### config.mk
export PLATFORM = sky130hd
export DESIGN_NAME = bcd_serial_subtractor
export DESIGN_NICKNAME = d
export VERILOG_FILES = /design/src/rtl/bcd_pkg.sv /design/src/rtl/bcd_digit_sub.sv /design/src/rtl/bcd_serial_subtractor.sv
export SDC_FILE = /design/constraint.sdc
export NUM_CORES = 1
export LEC_CHECK = 0
export ABC_CLOCK_PERIOD_IN_PS = 4640
export BUFFER_PORTS_ARGS = -buffer_cell sky130_fd_sc_hd__buf_2
export CAP_MARGIN = 5
export CORE_ASPECT_RATIO = 0.6
export CORE_MARGIN = 4
export CORE_UTILIZATION = 45
export DETAILED_ROUTE_END_ITERATION = 7
export PLACE_DENSITY = 0.67
export SYNTH_ARGS = -nofsm -noshare
export SYNTH_HDL_FRONTEND = slang
export SYNTH_SLANG_ARGS = --single-unit
### constraint.sdc
create_clock -name clk -period 4.64 [get_ports clk]
set_input_delay 0.464 -clock clk [delete_from_list [all_inputs] [get_ports clk]]
set_output_delay 0.464 -clock clk [all_outputs]
set_load 0.01 [all_outputs]
### src/rtl/bcd_pkg.sv
// bcd_pkg: shared BCD constants, FSM state codes and digit validity check
package bcd_pkg;
  localparam int DIGIT_W = 4;
  localparam int BCD_MAX = 9;
  localparam logic [1:0] IDLE = 2'd0;
  localparam logic [1:0] CALC = 2'd1;
  localparam logic [1:0] DONE = 2'd2;
  function automatic logic is_bcd(input logic [DIGIT_W-1:0] nibble);
    return nibble <= DIGIT_W'(BCD_MAX);
  endfunction
endpackage

### src/rtl/bcd_digit_sub.sv
// bcd_digit_sub: combinational single-digit BCD subtract with borrow in/out
import bcd_pkg::*;
module bcd_digit_sub (
  input  logic [DIGIT_W-1:0] a_d,
  input  logic [DIGIT_W-1:0] b_d,
  input  logic               bin,
  output logic [DIGIT_W-1:0] d,
  output logic               bout
);
  logic [DIGIT_W:0] t;
  always_comb begin
    t = {1'b0, a_d} - {1'b0, b_d} - {{DIGIT_W{1'b0}}, bin};
    bout = t[DIGIT_W];
    d = t[DIGIT_W-1:0] + (bout ? DIGIT_W'(10) : DIGIT_W'(0));
  end
endmodule

### src/rtl/bcd_serial_subtractor.sv
// bcd_serial_subtractor: packed-BCD A-B, one digit per clock LSD first, valid/ready handshakes
import bcd_pkg::*;
module bcd_serial_subtractor #(
  parameter int DIGITS = 4,
  parameter int CNT_W = 2
) (
  input  logic                  clk,
  input  logic                  rst_n,
  input  logic                  in_valid,
  output logic                  in_ready,
  input  logic [4*DIGITS-1:0]   a,
  input  logic [4*DIGITS-1:0]   b,
  output logic                  out_valid,
  input  logic                  out_ready,
  output logic [4*DIGITS-1:0]   diff,
  output logic                  borrow_out,
  output logic                  err
);
  logic [1:0] state;
  logic [CNT_W-1:0] cnt;
  logic [4*DIGITS-1:0] a_r, b_r;
  logic borrow, bad, bout;
  logic [DIGIT_W-1:0] d;
  assign in_ready = state != CALC && state != DONE;
  assign out_valid = state == DONE;
  always_comb begin
    bad = 1'b0;
    for (int i = 0; i < DIGITS; i++)
      bad = bad | !is_bcd(a[DIGIT_W*i +: DIGIT_W]) | !is_bcd(b[DIGIT_W*i +: DIGIT_W]);
  end
  bcd_digit_sub u_sub (
    .a_d (a_r[DIGIT_W*int'(cnt) +: DIGIT_W]),
    .b_d (b_r[DIGIT_W*int'(cnt) +: DIGIT_W]),
    .bin (borrow),
    .d   (d),
    .bout(bout)
  );
  // An errored operation still walks every digit so latency is data-independent; its result stays zero.
  always_ff @(posedge clk) begin
    if (!rst_n) begin
      state <= IDLE;
      cnt <= '0;
      a_r <= '0;
      b_r <= '0;
      borrow <= 1'b0;
      diff <= '0;
      borrow_out <= 1'b0;
      err <= 1'b0;
    end else if (in_ready) begin
      state <= in_valid ? CALC : IDLE;
      if (in_valid) begin
        a_r <= a;
        b_r <= b;
        cnt <= '0;
        borrow <= 1'b0;
        diff <= '0;
        borrow_out <= 1'b0;
        err <= bad;
      end
    end else if (state == CALC) begin
      diff[DIGIT_W*int'(cnt) +: DIGIT_W] <= err ? '0 : d;
      borrow <= bout;
      cnt <= cnt + 1'b1;
      if (cnt == CNT_W'(DIGITS-1)) begin
        state <= DONE;
        cnt <= '0;
        borrow_out <= bout & ~err;
      end
    end else if (out_ready) begin
      state <= IDLE;
    end
  end
endmodule

* After elaboration in Yosys (flattened, before gate mapping)
Cells that the tools add are included.
Word-level totals: bits in registers 55, bits of input ports 36, output and inout bits 20, logic and storage cells 78
Cells by class: add/subtract/negate cells 5, $lt $le $gt $ge 8, equality and inequality tests 7, shift operators 4, mux-type cells 21, bitwise logic cells 9, reduce and logical (&&, ||, !) cells 16
Operators with widths (number):
- $mux 16 | 3
- $neg 4->33 | 1
- $shift 4x33->16 const A | 1
- $shiftx 4x33->16 | 1
- $le 4x4->1 const B | 8
- $shiftx 16x5->4 | 2
- $bwmux 16 | 1
- $mux 2 | 8
- $logic_not 1->1 | 8
- $mux 4 | 2
- $mux 1 | 7
- $or 1x1->1 | 7
- $reduce_and 2->1 | 3
- $sub 4x4->5 | 1
- $sub 5x1->5 | 1
- $add 4x4->4 | 1
- $eq 2x2->1 const B | 2
- $ne 2x2->1 const B | 2
- $reduce_bool 2->1 | 2
- $ne 3x2->1 const B | 1
- $reduce_and 3->1 | 1
- $reduce_bool 3->1 | 1
- $add 2x1->2 const B | 1
- $eq 2x1->1 const B | 1
- 4 further kinds | 4

* Longest topological paths before layout
depth in word-level cells 10, gate-level depth with buffers 14, gate-level depth less buffers 13

* Modules after synthesis
Synthesis repeated with hierarchy kept, for this count alone.
Unflattened totals: cell total of the unflattened synthesis 315, area, all modules 2666.3 µm²
Modules (own cells, without submodules):
- bcd_serial_subtractor | times used 1, cells an instance 285, area each 2402.3 µm², seq. area each 1101.1 µm²
- bcd_digit_sub | times used 1, cells an instance 30, area each 264.0 µm², seq. area each 0.0 µm²

* Worst setup path before layout
Ideal clock, no wire load.
path type flip-flop to flip-flop, start register cnt[0], end register diff[15], arrival 3.687 ns, required time 4.577 ns, path slack 0.891 ns, cell stages (with the launch flop) 14, path buffers 1, clock period less this slack 3.749 ns, cells stage by stage dfxtp_1 buf_4 mux4_1 fa_1 fa_1 nand2b_1 a21oi_1 xnor2_1 nor2b_1 ha_1 xnor2_1 xnor3_1 nor3b_2 a32o_1
Between the ends: word-level cells in the longest chain between the ends 10, elaborated cells on any way between the ends 13, those cells by class 4 x add/sub; 4 x shift; 5 x mux
RTL lines:
- from (decl) | line bcd_serial_subtractor.sv:20 | logic [CNT_W-1:0] cnt;
- from (signal assigned) | line bcd_serial_subtractor.sv:63 | cnt <= cnt + 1'b1;
- $shiftx 16x5->4 (on tied branches) | line bcd_serial_subtractor.sv:32, bcd_serial_subtractor.sv:33
- $sub 4x4->5 | line bcd_digit_sub.sv:12 | t = {1'b0, a_d} - {1'b0, b_d} - {{DIGIT_W{1'b0}}, bin};
- $sub 5x1->5 | line bcd_digit_sub.sv:12
- $mux 4 | line bcd_digit_sub.sv:14 | d = t[DIGIT_W-1:0] + (bout ? DIGIT_W'(10) : DIGIT_W'(0));
- $add 4x4->4 | line bcd_digit_sub.sv:14
- $mux 4 | line bcd_serial_subtractor.sv:61 | diff[DIGIT_W*int'(cnt) +: DIGIT_W] <= err ? '0 : d;
- $shiftx 4x33->16 | line bcd_serial_subtractor.sv:61
- $bwmux 16 (*) | line bcd_serial_subtractor.sv:61
- $mux 16 (*) | line bcd_serial_subtractor.sv:60 | end else if (state == CALC) begin
- $mux 16 (*) | line bcd_serial_subtractor.sv:49 | end else if (in_ready) begin
- to (signal, indexed assignment) | line bcd_serial_subtractor.sv:61
- to (decl) | line bcd_serial_subtractor.sv:15 | output logic [4*DIGITS-1:0] diff,
Every way passes the cells marked *; elsewhere a longest branch is shown, timed or not. The select of a mux whose other input is x is not followed. A chain may end at the register's enable or synchronous reset.

* Worst setup path after layout
start register cnt[1], end register diff[7]
Same word-level chain as after synthesis.

==> impl_results.md <==
* Hold_ws at 0.391 ns
* Postcts setup bufs at 0
* Skew-Pair Late Insertion Delay at approximately 0.31 ns
* CTS Buffer Depth at 2
* Register area share after synthesis at around 40%
* Run status: complete, no violations
* DR WL/cell at around 15 um
* Relative slew slack at 28.1%
* Syn nets at between 300 and 400
* Syn_area_per_cell at around 9.4 um^2
* Critical path arrival at between 4 and 5 ns
* Layout cells sized above 1 at approximately a fifth
* Final Cycle Share at between 80% and 90%
* Final ANT Viol Nets at 0
* Worst IR Drop VDD at between 0.1 and 0.15 mV
* Peak Freq at roughly 250 MHz
* Async S/R FF share, synth at 0%
* Most common cell after layout, fill and taps aside: nand2_1
* Post-synth EDFFs at 0
* Leak pwr at around 0.0013 uW
* Comb power frac at approximately 18%
* N_diodes at 0
* Max-slew violation count at 0
* Post-synthesis cell area at 2750 um^2
* WHS Path Cells at 3
* Non-Filler Instances at between 400 and 500
* Switching part of the total at 27.8%
* Flop pwr share at ~54%
* Fin nets at a little under 400
* Syn-to-layout area delta at 13.7%
* Sink of the worst hold path: a_r[0]$_SDFFE_PN0P_
* Setup TNS at 0 ns
* HP Class: in2reg
* Worst r2r src: cnt[1]$_SDFFE_PN0P_
* First-pass GRT wire length at approximately 10000 um
* Antenna violations before repair at 0
* Commonest non-fill, non-tap cells in the layout: 71 x nand2_1, 55 x dfxtp_1, 55 x buf_2
* Post-detailed-routing wire length at roughly 6300 um
* Clock power frac at between 20% and 30%
* Total GRT Usage at between 15 and 20%
* Post-DP HPWL at 4750 um
* DR iter-0 viols at 98
* #FFs+latches synth at between 50 and 60
* Worst-path clk slew at around 0.1 ns
* Drt drc at 0
* Final hold viol count at 0
* R2R Path End: diff[7]$_SDFFE_PN0P_
* Max_cap viols at 0
* Synth cell types at 39
* Top FF cell, synth: dfxtp_1
* Vias in the first global route at approximately 2000
* Clock Sinks at 55
* Die Width at approximately 110 um
* CTS resizes at 0
* Num rows at 21
* Root Buffer: clkbuf_8
* DRT Pass-1 Iters at 4
* CTS tree: yes
* Grt total ovfl at 0
* Power density over the cells at 297 nW/um^2
* Worst-path fanout max at 13
* NetSw at 259 uW
* Crit. End Element: flop
* Via count at approximately 2200
* CP Data Required Time at 4.90 ns
* Worst R2R Path Depth at 12
* CTS Hold Bufs at 0
* Crit path launch type: flop
* Die outline height at just under 70 um
* Largest net degree at the start of global routing at a little under 60
* Layout fillers at around 540
* Slew at the pin with the worst max-slew slack at 1.08 ns
* Htree depth at 2
* Num ports at between 50 and 60
* PortBufs at 55
* Final setup fails at 0
* Post-Syn Instances at about 300
* Final Wtd Congestion at ~0.86
* Reg-to-reg slack, setup at 0.65 ns
* Internal power at roughly 670 uW
* Initial Utilization at between 40% and 50%
* Vias per inst at about 5.2
* Die area at between 7000 and 8000 um^2
* RSZ-0062 raised after global routing: false
* Final min period at 3.99 ns
* Crit path kind: reg2reg
* Final instance area at about 3100 um^2
* Warnings, synthesis at 0
* Skew final at between 0.007 and 0.008 ns
* Placed Area at between 3000 and 4000 um^2
* Placed insts at ~410
* TritonCTS Buffers at 5
* Core area at 5750 um^2
* Hold Startpoint: a[0]
## cells by family (layout without fill, tap and decap cells)
group / count (synthesis) / after routing / synth area share (%)
DFF: 55 / 55 / 40.0
muxes: 11 / 11 / 8.14
buffers and inverters: 27 / 75 / 4.68
adders and majority gates: 13 / 13 / 6.46
xor gates and xnor gates: 5 / 5 / 2.59
and+or+nand+nor: 110 / 110 / 18.9
AOI/OAI and AO/OA: 73 / 73 / 19.2
## Yosys cell counts, types with 2 or more instances
cell       n  area share (%)
a21boi_0  33             9.0
a22oi_1   10             2.7
nand3_1    2            0.36
clkbuf_1  11             1.5
xnor2_1    2            0.64
nor2_1     2            0.27
dfxtp_1   55              40
xnor3_1    2             1.6
fa_1       2             1.5
inv_1     11             1.5
a21oi_1    6             1.1
a32o_1     8             2.9
buf_6      2            0.82
nor2b_1   16             3.6
mux2i_1    4             1.5
nor3b_1    2            0.55
nand2b_1   6             1.4
o21ai_0   12             2.2
ha_1      11             5.0
mux4_1     7             6.7
nand2_1   71             9.7
buf_4      2            0.55
## how the worst max path moves through the flow
stage / startpoint / endpoint / slack, ns / cells after the start
6_report: cnt[1]$_SDFFE_PN0P_ / diff[7]$_SDFFE_PN0P_ / 0.65 / 12
3_3_place_gp: cnt[1]$_SDFFE_PN0P_ / diff[7]$_SDFFE_PN0P_ / 0.89 / 12
2_1_floorplan: cnt[0]$_SDFFE_PN0P_ / diff[15]$_SDFFE_PN0P_ / 0.89 / 13
5_1_grt: cnt[1]$_SDFFE_PN0P_ / diff[11]$_SDFFE_PN0P_ / 0.37 / 12
4_1_cts: cnt[1]$_SDFFE_PN0P_ / diff[7]$_SDFFE_PN0P_ / 0.61 / 12
3_5_place_dp: cnt[1]$_SDFFE_PN0P_ / diff[7]$_SDFFE_PN0P_ / 0.65 / 12
## layer usage
metal  global-route usage, %  routed length [um]
met5                       0                   0
met4                    4.72                  56
met3                    4.09                 288
met2                    26.0                2640
met1                    27.0                3330
## flip-flops by register name, indices dropped and copies added, names as in the netlist
signal      cells
a_r            16
err             1
b_r            16
borrow_out      1
borrow          1
cnt             2
diff           16
state           2
## power by group through the flow
stage	clock network [uW]	logic, uW	registers (uW)
2_1_floorplan	0	120	511
3_3_place_gp	0	162	514
3_5_place_dp	0	167	515
4_1_cts	267	167	504
5_1_grt	286	188	506
6_report	260	166	504
## through the flow
step / total power (uW) / utilization, % / setup slack, ns
2_1_floorplan: 630 / - / 0.891
3_3_place_gp: 676 / 52.9 / 0.894
3_5_place_dp: 682 / 52.9 / 0.647
4_1_cts: 938 / 54.4 / 0.614
5_1_grt: 980 / 54.4 / 0.373
6_report: 930 / 54.4 / 0.651
## cell type report
type                            count  area (um^2)  share of cell area (%)
Clock buffer                        7         76.3                    2.44
Clock inverter                      1         5.00                   0.160
Tap cell                           80          100                    3.20
Inverter                           11         41.3                    1.32
Timing Repair Buffer               56          283                    9.04
Multi-Input combinational cell    212         1520                    48.6
Sequential cell                    55         1100                    35.2
## critical path: stages, from the launching register on
cell      delay (ns)
dfxtp_1         0.68
mux4_1          0.42
fa_1            0.47
fa_1            0.47
nand2b_1        0.17
a21oi_1         0.24
xnor2_1         0.22
nor2b_1         0.09
ha_1            0.19
xnor2_1         0.18
xnor3_1         0.35
nor3b_2         0.29
a32o_1          0.17
(Power assumes the default switching activity.)
